**src/rtl/bidir_bus_arbiter.sv**
```systemverilog
// Ownership arbiter for a shared half-duplex line: drives the A->B / B->A buffer enables,
// inserts turnaround cycles on direction change, and caps bursts while the other side waits.
module bidir_bus_arbiter #(
    parameter int unsigned TURN_CYC  = 2,
    parameter int unsigned MAX_BURST = 8
) (
    input  logic       clk,
    input  logic       rst_n,
    input  logic       req_a,
    input  logic       req_b,
    output logic       en_ab,
    output logic       en_ba,
    output logic       gnt_a,
    output logic       gnt_b,
    output logic       turn,
    output logic [7:0] beat_cnt
);

    localparam int unsigned TCW = 4;
    localparam int unsigned BW  = 8;
    localparam logic [TCW-1:0] TURN_LAST  = TCW'(TURN_CYC - 1);
    localparam logic [BW-1:0]  BURST_LAST = BW'(MAX_BURST - 1);
    localparam logic DIR_A = 1'b0;
    localparam logic DIR_B = 1'b1;

    typedef enum logic [1:0] {
        ST_IDLE,
        ST_TURN,
        ST_OWN_A,
        ST_OWN_B
    } state_t;

    state_t         r_state;
    logic           r_target;
    logic [TCW-1:0] r_tcnt;
    logic [BW-1:0]  r_beat;
    logic           r_last_vld;
    logic           r_last_dir;
    logic           r_gnt_a;
    logic           r_gnt_b;
    logic           r_turn;

    state_t         w_state_nxt;
    logic           w_target_nxt;
    logic [TCW-1:0] w_tcnt_nxt;
    logic [BW-1:0]  w_beat_nxt;
    logic           w_last_vld_nxt;
    logic           w_last_dir_nxt;

    logic w_win;
    logic w_own_dir;
    logic w_own_req;
    logic w_oth_req;
    logic w_tgt_req;

    function automatic state_t own_state(input logic dir);
        return (dir == DIR_B) ? ST_OWN_B : ST_OWN_A;
    endfunction

    // Contested idle goes to whoever did not own last; with no history A wins.
    assign w_win     = (req_a && req_b) ? (r_last_vld && (r_last_dir == DIR_A)) : req_b;
    assign w_own_dir = (r_state == ST_OWN_B);
    assign w_own_req = w_own_dir ? req_b : req_a;
    assign w_oth_req = w_own_dir ? req_a : req_b;
    assign w_tgt_req = (r_target == DIR_B) ? req_b : req_a;

    always_comb begin
        w_state_nxt    = r_state;
        w_target_nxt   = r_target;
        w_tcnt_nxt     = r_tcnt;
        w_beat_nxt     = '0;
        w_last_vld_nxt = r_last_vld;
        w_last_dir_nxt = r_last_dir;

        case (r_state)
            ST_IDLE: begin
                if (req_a || req_b) begin
                    if (!r_last_vld || (w_win == r_last_dir)) begin
                        w_state_nxt    = own_state(w_win);
                        w_last_vld_nxt = 1'b1;
                        w_last_dir_nxt = w_win;
                    end else begin
                        w_state_nxt  = ST_TURN;
                        w_target_nxt = w_win;
                        w_tcnt_nxt   = '0;
                    end
                end
            end
            ST_TURN: begin
                // Line is conditioned for the target once turnaround ends, granted or not.
                if (r_tcnt == TURN_LAST) begin
                    w_last_vld_nxt = 1'b1;
                    w_last_dir_nxt = r_target;
                    w_state_nxt    = w_tgt_req ? own_state(r_target) : ST_IDLE;
                end else begin
                    w_tcnt_nxt = r_tcnt + TCW'(1);
                end
            end
            ST_OWN_A, ST_OWN_B: begin
                if (!w_own_req || (r_beat == BURST_LAST)) begin
                    if (w_oth_req) begin
                        w_state_nxt  = ST_TURN;
                        w_target_nxt = ~w_own_dir;
                        w_tcnt_nxt   = '0;
                    end else if (!w_own_req) begin
                        w_state_nxt = ST_IDLE;
                    end
                end else if (r_beat != '1) begin
                    w_beat_nxt = r_beat + BW'(1);
                end else begin
                    w_beat_nxt = r_beat;
                end
            end
            default: begin
                w_state_nxt = ST_IDLE;
            end
        endcase
    end

    // State register with outputs registered from the next-state decode.
    always_ff @(posedge clk or negedge rst_n) begin
        if (!rst_n) begin
            r_state    <= ST_IDLE;
            r_target   <= DIR_A;
            r_tcnt     <= '0;
            r_beat     <= '0;
            r_last_vld <= 1'b0;
            r_last_dir <= DIR_A;
            r_gnt_a    <= 1'b0;
            r_gnt_b    <= 1'b0;
            r_turn     <= 1'b0;
        end else begin
            r_state    <= w_state_nxt;
            r_target   <= w_target_nxt;
            r_tcnt     <= w_tcnt_nxt;
            r_beat     <= w_beat_nxt;
            r_last_vld <= w_last_vld_nxt;
            r_last_dir <= w_last_dir_nxt;
            r_gnt_a    <= (w_state_nxt == ST_OWN_A);
            r_gnt_b    <= (w_state_nxt == ST_OWN_B);
            r_turn     <= (w_state_nxt == ST_TURN);
        end
    end

    assign en_ab    = r_gnt_a;
    assign gnt_a    = r_gnt_a;
    assign en_ba    = r_gnt_b;
    assign gnt_b    = r_gnt_b;
    assign turn     = r_turn;
    assign beat_cnt = r_beat;

endmodule

```
**config.mk**
```make
export PLATFORM = sky130hd
export DESIGN_NAME = bidir_bus_arbiter
export DESIGN_NICKNAME = d
export VERILOG_FILES = /design/src/rtl/bidir_bus_arbiter.sv
export SDC_FILE = /design/constraint.sdc
export NUM_CORES = 1
export LEC_CHECK = 0
export CELL_PAD_IN_SITES_DETAIL_PLACEMENT = 0
export CELL_PAD_IN_SITES_GLOBAL_PLACEMENT = 2
export CORE_ASPECT_RATIO = 1.75
export CORE_MARGIN = 2
export CORE_UTILIZATION = 35
export DETAILED_ROUTE_END_ITERATION = 6
export PLACE_DENSITY_LB_ADDON = 0.1
export SLEW_MARGIN = 10
export SYNTH_ARGS = -nofsm -noshare
export SYNTH_HDL_FRONTEND = slang
export SYNTH_SLANG_ARGS = --single-unit
```
**constraint.sdc**
```tcl
create_clock -name clk -period 3.2 [get_ports clk]
set_input_delay 0.64 -clock clk [delete_from_list [all_inputs] [get_ports clk]]
set_output_delay 0.64 -clock clk [all_outputs]
set_load 0.05 [all_outputs]
```
==> impl_results.md, run 1 <==
- Drc violations: 0
- Met3 usage: under 10%
- Routed Antenna Nets: 0
- Hold-fix buffer count after cts: 0
- Final non-filler cell total: about 190
- Area leader, netlist: dfrtp_1
- Slew Limit Fails: 0
- Crit path kind: in -> reg
- GRT Total Usage: roughly 17%
- Number of cells on the worst reg-to-reg path: 9
- Gr ovfl total: 0
- Synthesized area: 1160 um^2
- H-tree Lvls: 1
- Post-CTS setup repair buffer count: 0
- Core region area: 3180 um^2
- Layout cell share with drive strength beyond 1: ~9%
- Met1 Track Usage GR: around 20%
- Layout area overhead: 21.9%
- Latest clock arrival within the worst-skew pair: between 200 and 300 ps
- Max Buffers Root-to-Sink: 2
- Fin nets: 151
- Final hold vios: 0
- PwrDens: 857 nW/um^2
- CP Capture Type: flip-flop
- Pre-antenna DRT Iters: 4
- Post-Syn Area per Cell: roughly 9.0 um^2
- Most used flip-flop cell after synthesis: dfrtp_1
- DP Cell Count: approximately 180
- Clock skew: between 1.5 and 2 ps
- Tmin final: approximately 2500 ps
- Mapped Cells: roughly 130
- Filler cell count: between 300 and 400
- Met2 Use GR: 29.1%
- Worst EP arrival: roughly 2700 ps
- Max Fclk: around 400 MHz
- Ys Warns: 0
- Post-synth ARST share: between 90% and 100%
- Setup-failing EPs final: 0
- Io pins: 17
- Busiest grt layer: met2
- CTS tree: built
- Worst setup SP type: input pin
- Final hold slack: 540 ps
- Outcome: complete, no violations
- Synth Register Bits: 20
- Worst-Margin Slew: 913 ps
- Number of synthesized flops with an enable pin: 0
- Largest fanout on the critical path: 8
- WHS Path Cells: 1
- Max-Cap Viols: 0
- Gpl congestion: about 0.84
- Placed wire-length estimate: a little over 2 mm
- Setup TNS: 0 ps
- Largest net degree at the start of global routing: 21
- Initial DRC Count: 19
- Routed len/inst: about 14 um
- Area contributors post-synth: dfrtp_1 (43%), nor2_1 (6.1%), ha_1 (3.2%)
- Power, Total: between 1 and 1.5 mW
- Worst slew margin: around two fifths
- Syn Nets: between 100 and 150
- Worst Hold Class: reg -> reg
- Vias in the first global route: 985
- Row count: 27
- Die width: roughly 48 um
- P_leak: 0.636 nW
- Total CTS buffers: 3
- Die area: 3820 um^2
- Top cell type's share of synthesized area: ~43%
- Die H: around 80 um
- Clock-pin transition on the worst setup and hold timing paths: ~70 ps
- PortBufs: 16
- Unrepaired setup endpoints after global routing: no
- Post_cts resized: 0
- # clock sinks: 20
- Register area share after synthesis: between 40% and 50%
- Library cells used by synthesis: 37
- First-pass GRT wire length: approximately 4.6 mm
- Final wirelength: about 2.6 mm
- Ant. Diodes: 0
- Part of the cycle the worst path needs: approximately four fifths
- Required time worst endpoint: roughly 3400 ps
- Via Count: between 900 and 1000
- Initial antenna violation count: 0
- Peak supply drop: between 300 and 400 uV
- CTS root buffer: clkbuf_8
- Initial Util: a little under two fifths
- Avg Vias per Cell: 5.11
==> cell type report <==
class	count	area, um^2	share of cell area, %
clock buffer	3	41.3	2.91
clock inverter	1	30.0	2.11
inverter	9	33.8	2.38
multi-input combinational	93	593	41.8
sequential	20	500	35.2
tap	43	53.8	3.79
timing repair buffer	17	168	11.8
==> per-stage QoR <==
stage	area [um^2]	setup slack, ps	utilization [%]
2_1_floorplan	1160	712	-
3_3_place_gp	1350	434	42.5
3_5_place_dp	1350	432	42.5
4_1_cts	1420	707	44.7
5_1_grt	1420	565	44.7
6_report	1420	700	44.7
==> layer usage <==
| metal | vias to the layer above | wire length [um] |
|---|---|---|
| met3 | 2 | 63 |
| li1 | 478 | - |
| met1 | 457 | 1040 |
| met4 | 0 | 27 |
| met5 | - | 0 |
| met2 | 14 | 1490 |
==> state kept, by name, summed over array words and instances (netlist names) <==
signal	count
en_ba	1
r_target	1
en_ab	1
r_last_dir	1
r_tcnt	4
beat_cnt	8
r_state	2
r_last_vld	1
turn	1
==> power breakdown <==
part / switching, mW / total (mW) / internal (mW)
Combinational: 0.340 / 0.558 / 0.218
Clock: 0.0834 / 0.250 / 0.167
Sequential: 0.0907 / 0.409 / 0.318
==> cell usage in the layout, fill, tap and decap left out, types with 4 or more instances in the layout <==
master	instances
o21ai_0	7
clkdlybuf4s50_1	16
nand2_1	9
nor2_1	19
o31ai_1	4
nand3_1	7
dfrtp_1	20
a21oi_1	7
inv_1	8
==> critical path, cell delays in order <==
cell	delay, ps
clkdlybuf4s50_1	630
inv_1	180
a211o_1	290
a31oi_2	180
a2111oi_1	70
buf_4	170
inv_1	90
nand2_2	80
a211o_1	300
==> kinds of logic (layout without fill, tap and decap cells) <==
logic type,count (synthesis),after routing,synth area share (%)
compound gates,27,27,15.6
xor+xnor,4,4,3.01
fa+ha+maj,3,3,3.22
buf+inv,16,30,6.12
flops,20,20,43.0
mux,4,4,3.54
simple gates,55,55,25.6
==> worst paths after layout <==
check                            start     endpoint  slack (ps)
max                              req_a    r_tcnt[3]         700
max in group asynchronous        rst_n    r_tcnt[2]        1750
min reg2reg                  r_tcnt[3]    r_tcnt[3]         540
min                          r_tcnt[3]    r_tcnt[3]         540
max reg2reg                beat_cnt[0]    r_tcnt[3]         870
min in group asynchronous        rst_n  beat_cnt[6]         890
==> synthesized netlist by cell type, types with 3 or more instances <==
library cell and number:
dfrtp_1 20, nor2_1 19, nand2_1 9, inv_1 8, a21oi_1 7, nand3_1 7
o21ai_0 7, o31ai_1 4, and3_1 3, buf_2 3, ha_1 3, mux2i_1 3
nor2b_1 3, nor3_1 3, xor2_1 3
(Power assumes the default switching activity.)
==> inputs of run 2 (changes only) <==
--- a/config.mk
+++ b/config.mk
@@ -9,7 +9,7 @@
 export CELL_PAD_IN_SITES_GLOBAL_PLACEMENT = 2
 export CORE_ASPECT_RATIO = 1.75
 export CORE_MARGIN = 2
-export CORE_UTILIZATION = 35
+export CORE_UTILIZATION = 32
 export DETAILED_ROUTE_END_ITERATION = 6
 export PLACE_DENSITY_LB_ADDON = 0.1
 export SLEW_MARGIN = 10
==> constraint.sdc (replaced) <==
create_clock -name clk -period 2.3 [get_ports clk]
set_input_delay 0.46 -clock clk [delete_from_list [all_inputs] [get_ports clk]]
set_output_delay 0.46 -clock clk [all_outputs]
set_load 0.05 [all_outputs]
==> impl_results.md, run 2 (synthesis results as in run 1) <==
- Power, Total: roughly 1.7 mW
- Clock skew: roughly 2 ps
- Latest clock arrival within the worst-skew pair: approximately 250 ps
- H-tree Lvls: 1
- CTS root buffer: clkbuf_8
- Fin nets: 170
- Max Fclk: 460 MHz
- Die area: between 4000 and 5000 um^2
- Net Switching: 0.769 mW
- GRT Total Usage: about 15%
- PnR worst setup slack: around 130 ps
- R2R Setup Slk: roughly 130 ps
- Largest fanout on the critical path: 4
- Via Count: between 1000 and 1500
- Worst setup SP type: flip-flop
- RR Startpoint: beat_cnt[5]
- PwrDens: 1100 nW/um^2
- Largest net degree at the start of global routing: 21
- Slew Limit Fails: 0
- Number of cells on the worst reg-to-reg path: 6
- Layout area overhead: 35.9%
- Avg Vias per Cell: approximately 4.9
- Clock-pin transition on the worst setup and hold timing paths: roughly 70 ps
- Pre-CTS WS: -36.3 ps
- Combinational power share: a little over half
- Worst Setup SP: beat_cnt[5]
- Worst Hold Class: in -> async
- Final wirelength: slightly below 3 mm
- Placed wire-length estimate: 2.38 mm
- Initial Util: about 33%
- Initial antenna violation count: 0
- Clk pwr share: around 15%
- Fin area: between 1500 and 2000 um^2
- Die H: 83.8 um
- Cell Area, Placed: 1490 um^2
- Worst-Margin Slew: 503 ps
- Largest stage delay, worst path: about 460 ps
- Row count: 29
- Final hold vios: 0
- CTS tree: built
- Pre-antenna DRT Iters: 4
- Unrepaired setup endpoints after global routing: yes
- Crit path kind: reg -> reg
- Reg2Reg Capture Point: r_tcnt[3]
- Die width: 49.6 um
- Required time worst endpoint: between 2000 and 2500 ps
- Crit path max-delay family: simple AND/OR/NAND/NOR gates
- Vias in the first global route: 1127
- Total CTS buffers: 3
- P_leak: 0.711 nW
- Sw frac: about 44%
- Part of the cycle the worst path needs: around 95%
- Max reg flops: 8
- Worst EP arrival: between 2000 and 2500 ps
- Worst path depth: 6
- CP max stage cell: or4_4
- Tmin final: ~2200 ps
- PortBufs: 16
- Initial DRC Count: 19
- Setup-failing EPs final: 0
- Routed len/inst: ~14 um
- Ant. Diodes: 0
- Outcome: complete, no violations
- Seq pwr share: 31.9%
- CP Cell Sequence: or3_1, or4_4, nand3_4, nor4b_4, nand2_2, a211o_1
- Io pins: 17
- Crit path to: r_tcnt[3]
- Max-Cap Viols: 0
- # clock sinks: 20
- First-pass GRT wire length: roughly 5.0 mm
- Gpl congestion: 0.801
- Fin util: between 40% and 50%
- Most frequent cells in the layout: buf_4 (20), nor2_1 (19), clkdlybuf4s50_1 (16)
- Int Power: about 1 mW
- Drc violations: 0
- Peak supply drop: between 500 and 600 uV
- Core region area: approximately 3600 um^2
- CP bufs+invs: 0
- Max Buffers Root-to-Sink: 2
- Most common cell after layout, fill and taps aside: buf_4
- Routed Antenna Nets: 0
- CP Capture Type: flip-flop
- Worst slew margin: roughly 66%
- Layout cell share with drive strength beyond 1: 24.1%
- Gr ovfl total: 0
## run 2: area by class of cell
type,count,area [um^2]
clock buffer,4,55.1
timing repair buffer,36,310
multi-input combinational,93,619
tap,46,57.6
sequential,20,507
inverter,9,33.8
fill,404,1970
## run 2: stage by stage
step	setup TNS (ps)	cells	hold slack, ps
final	0	208	534
after global routing	-17.2	208	564
after CTS	0	205	543
after detailed placement	-82.2	201	526
after global placement	-108	201	525
after floorplan	0	129	164
## run 2: how the worst min path moves through the flow
stage	start	end	slack, ps	cells after the start
after floorplan	rst_n	beat_cnt[0]	160	0
after global placement	r_tcnt[2]	r_tcnt[2]	520	2
after detailed placement	r_tcnt[3]	r_tcnt[3]	530	1
after CTS	rst_n	r_tcnt[2]	540	2
after global routing	rst_n	r_last_vld	560	2
final	rst_n	r_tcnt[2]	530	2
## run 2: what timing repair did
action	4_1_cts	5_1_grt
buffers inserted	0	3
endpoints found under the setup margin	0	3
hold buffers	0	0
resized for setup	0	3
## run 2: layer usage
| metal | up-vias | wire length, um | track usage [%] |
|---|---|---|---|
| met4 | 0 | 61 | 7.07 |
| met5 | - | 0 | 0 |
| met3 | 6 | 41 | 1.79 |
| met2 | 12 | 1710 | 29.2 |
| met1 | 492 | 1120 | 16.4 |
| li1 | 516 | - | - |
## run 2: power by group through the flow
stage          Clock, mW  Sequential (mW)  Combinational, mW
2_1_floorplan          0            0.599              0.554
3_3_place_gp           0            0.561              0.898
3_5_place_dp           0            0.562              0.898
4_1_cts            0.274            0.556              0.904
5_1_grt            0.290            0.570               1.02
6_report           0.267            0.557              0.922
==> inputs of run 3 (changes only) <==
--- a/config.mk
+++ b/config.mk
@@ -5,11 +5,12 @@
 export SDC_FILE = /design/constraint.sdc
 export NUM_CORES = 1
 export LEC_CHECK = 0
+export CAP_MARGIN = 0
 export CELL_PAD_IN_SITES_DETAIL_PLACEMENT = 0
 export CELL_PAD_IN_SITES_GLOBAL_PLACEMENT = 2
 export CORE_ASPECT_RATIO = 1.75
 export CORE_MARGIN = 2
-export CORE_UTILIZATION = 32
+export CORE_UTILIZATION = 35
 export DETAILED_ROUTE_END_ITERATION = 6
 export PLACE_DENSITY_LB_ADDON = 0.1
 export SLEW_MARGIN = 10
==> constraint.sdc (replaced) <==
create_clock -name clk -period 2.6 [get_ports clk]
set_input_delay 0.52 -clock clk [delete_from_list [all_inputs] [get_ports clk]]
set_output_delay 0.52 -clock clk [all_outputs]
set_load 0.05 [all_outputs]
==> impl_results.md, run 3 (synthesis results as in run 1) <==
- Row count: 27
- Power, Total: ~1.5 mW
- Int Power: 0.874 mW
- Max Fclk: approximately 440 MHz
- Net Switching: about 0.65 mW
- Hold-fix buffer count after cts: 0
- Final hold vios: 0
- Pre-CTS WS: around 150 ps
- Via Count: approximately 970
- Clk pwr share: roughly a fifth
- Combinational power share: between 40 and 50%
- Ant. Diodes: 0
- Core region area: roughly 3200 um^2
- Reg2Reg Capture Point: r_tcnt[3]
- Unrepaired setup endpoints after global routing: no
- Slew Limit Fails: 0
- Pre-antenna DRT Iters: 4
- Outcome: complete, no violations
- Met2 Use GR: a little under a third
- Drc violations: 0
- Worst-Margin Slew: approximately 630 ps
- Most common cell after layout, fill and taps aside: dfrtp_1
- R2R Setup Slk: between 300 and 400 ps
- Max reg flops: 8
- Fin nets: about 160
- Initial Util: a little under two fifths
- CP Capture Type: flip-flop
- P_leak: between 0.6 and 0.7 nW
- Post-CTS setup repair buffer count: 0
- Initial antenna violation count: 0
- Largest net degree at the start of global routing: 21
- Tmin final: between 2000 and 2500 ps
- Peak supply drop: around 600 uV
- Worst Hold Class: reg -> reg
- PortBufs: 16
- Die H: between 80 and 90 um
- PwrDens: roughly 1100 nW/um^2
- Fin area: 1450 um^2
- Required time worst endpoint: 2750 ps
- CTS tree: built
- Total CTS buffers: 3
- Placed wire-length estimate: between 2 and 2.5 mm
- Most frequent cells in the layout: dfrtp_1 (20), nor2_1 (19), clkdlybuf4s50_1 (16)
- Die area: about 3800 um^2
- Final non-filler cell total: 190
- Part of the cycle the worst path needs: 86.6%
- RR Startpoint: beat_cnt[0]
- Avg Vias per Cell: between 5 and 6
- Sw frac: a little over two fifths
- H-tree Lvls: 1
- Max Buffers Root-to-Sink: 2
- First-pass GRT wire length: 4.71 mm
- Worst Setup SP: beat_cnt[0]
- Layout cell share with drive strength beyond 1: a little under an eighth
- Met1 Track Usage GR: roughly a fifth
- Max-Cap Viols: 0
- Cell Area, Placed: approximately 1400 um^2
- GRT Total Usage: ~17%
- Crit path to: r_tcnt[3]
- Crit path kind: reg -> reg
- Number of cells on the worst reg-to-reg path: 8
- Routed len/inst: between 10 and 15 um
- Worst setup SP type: flip-flop
- Worst EP arrival: between 2000 and 2500 ps
- Met3 usage: under 10%
- Gr ovfl total: 0
- DP Cell Count: 186
- Io pins: 17
- Die width: around 48 um
- PnR worst setup slack: 348 ps
- Final wirelength: about 2.8 mm
- Final hold slack: between 500 and 600 ps
- Vias in the first global route: slightly below 1000
- Filler cell count: 346
- Fin util: a little under half
- Layout area overhead: 24.5%
- Worst slew margin: ~57%
- Setup-failing EPs final: 0
- Clock-pin transition on the worst setup and hold timing paths: approximately 80 ps
- Gpl congestion: approximately 0.84
- Clock skew: 3.70 ps
- # clock sinks: 20
- Setup TNS: 0 ps
- Largest fanout on the critical path: 4
- Busiest grt layer: met2
- CTS root buffer: clkbuf_8
- Seq pwr share: around a third
- Initial DRC Count: 15
- Post_cts resized: 0
- Latest clock arrival within the worst-skew pair: approximately 260 ps
- Routed Antenna Nets: 0
==> run 3: power by group through the flow <==
stage	combinational, mW	sequential (mW)	clock (mW)
floorplan	0.489	0.525	0
global placement	0.713	0.510	0
detailed placement	0.714	0.513	0
CTS	0.721	0.506	0.321
global route	0.795	0.522	0.332
finish	0.707	0.508	0.310
==> run 3: cell type report <==
type / count / area [um^2] / area share (%)
Multi-Input combinational cell: 93 / 593 / 40.9
Sequential cell: 20 / 500 / 34.5
Timing Repair Buffer: 21 / 198 / 13.6
Tap cell: 43 / 53.8 / 3.71
Clock buffer: 3 / 41.3 / 2.85
Inverter: 9 / 33.8 / 2.33
Clock inverter: 1 / 30.0 / 2.07
==> run 3: layer usage <==
| metal | share of wire (%) | vias up |
|---|---|---|
| li1 | - | 487 |
| met1 | 41 | 459 |
| met2 | 57 | 16 |
| met3 | 1.9 | 4 |
| met4 | 0.89 | 0 |
| met5 | 0 | - |
==> run 3: how the worst min path moves through the flow <==
stage,from,endpoint,slack (ps),depth (start not counted)
3_5_place_dp,r_tcnt[3],r_tcnt[3],530,1
3_3_place_gp,r_tcnt[2],r_tcnt[2],520,2
6_report,r_tcnt[3],r_tcnt[3],540,1
4_1_cts,r_tcnt[3],r_tcnt[3],540,1
2_1_floorplan,rst_n,beat_cnt[0],220,0
5_1_grt,r_tcnt[3],r_tcnt[3],560,1
==> run 3: worst max-delay path: stages, from the launching register on <==
cell and delay (ps):
dfrtp_1 410, ha_1 230, nand2_1 110, or4_4 520, a31oi_2 250, a2111oi_1 90, inv_1 140, nand2_2 90
a211o_1 300
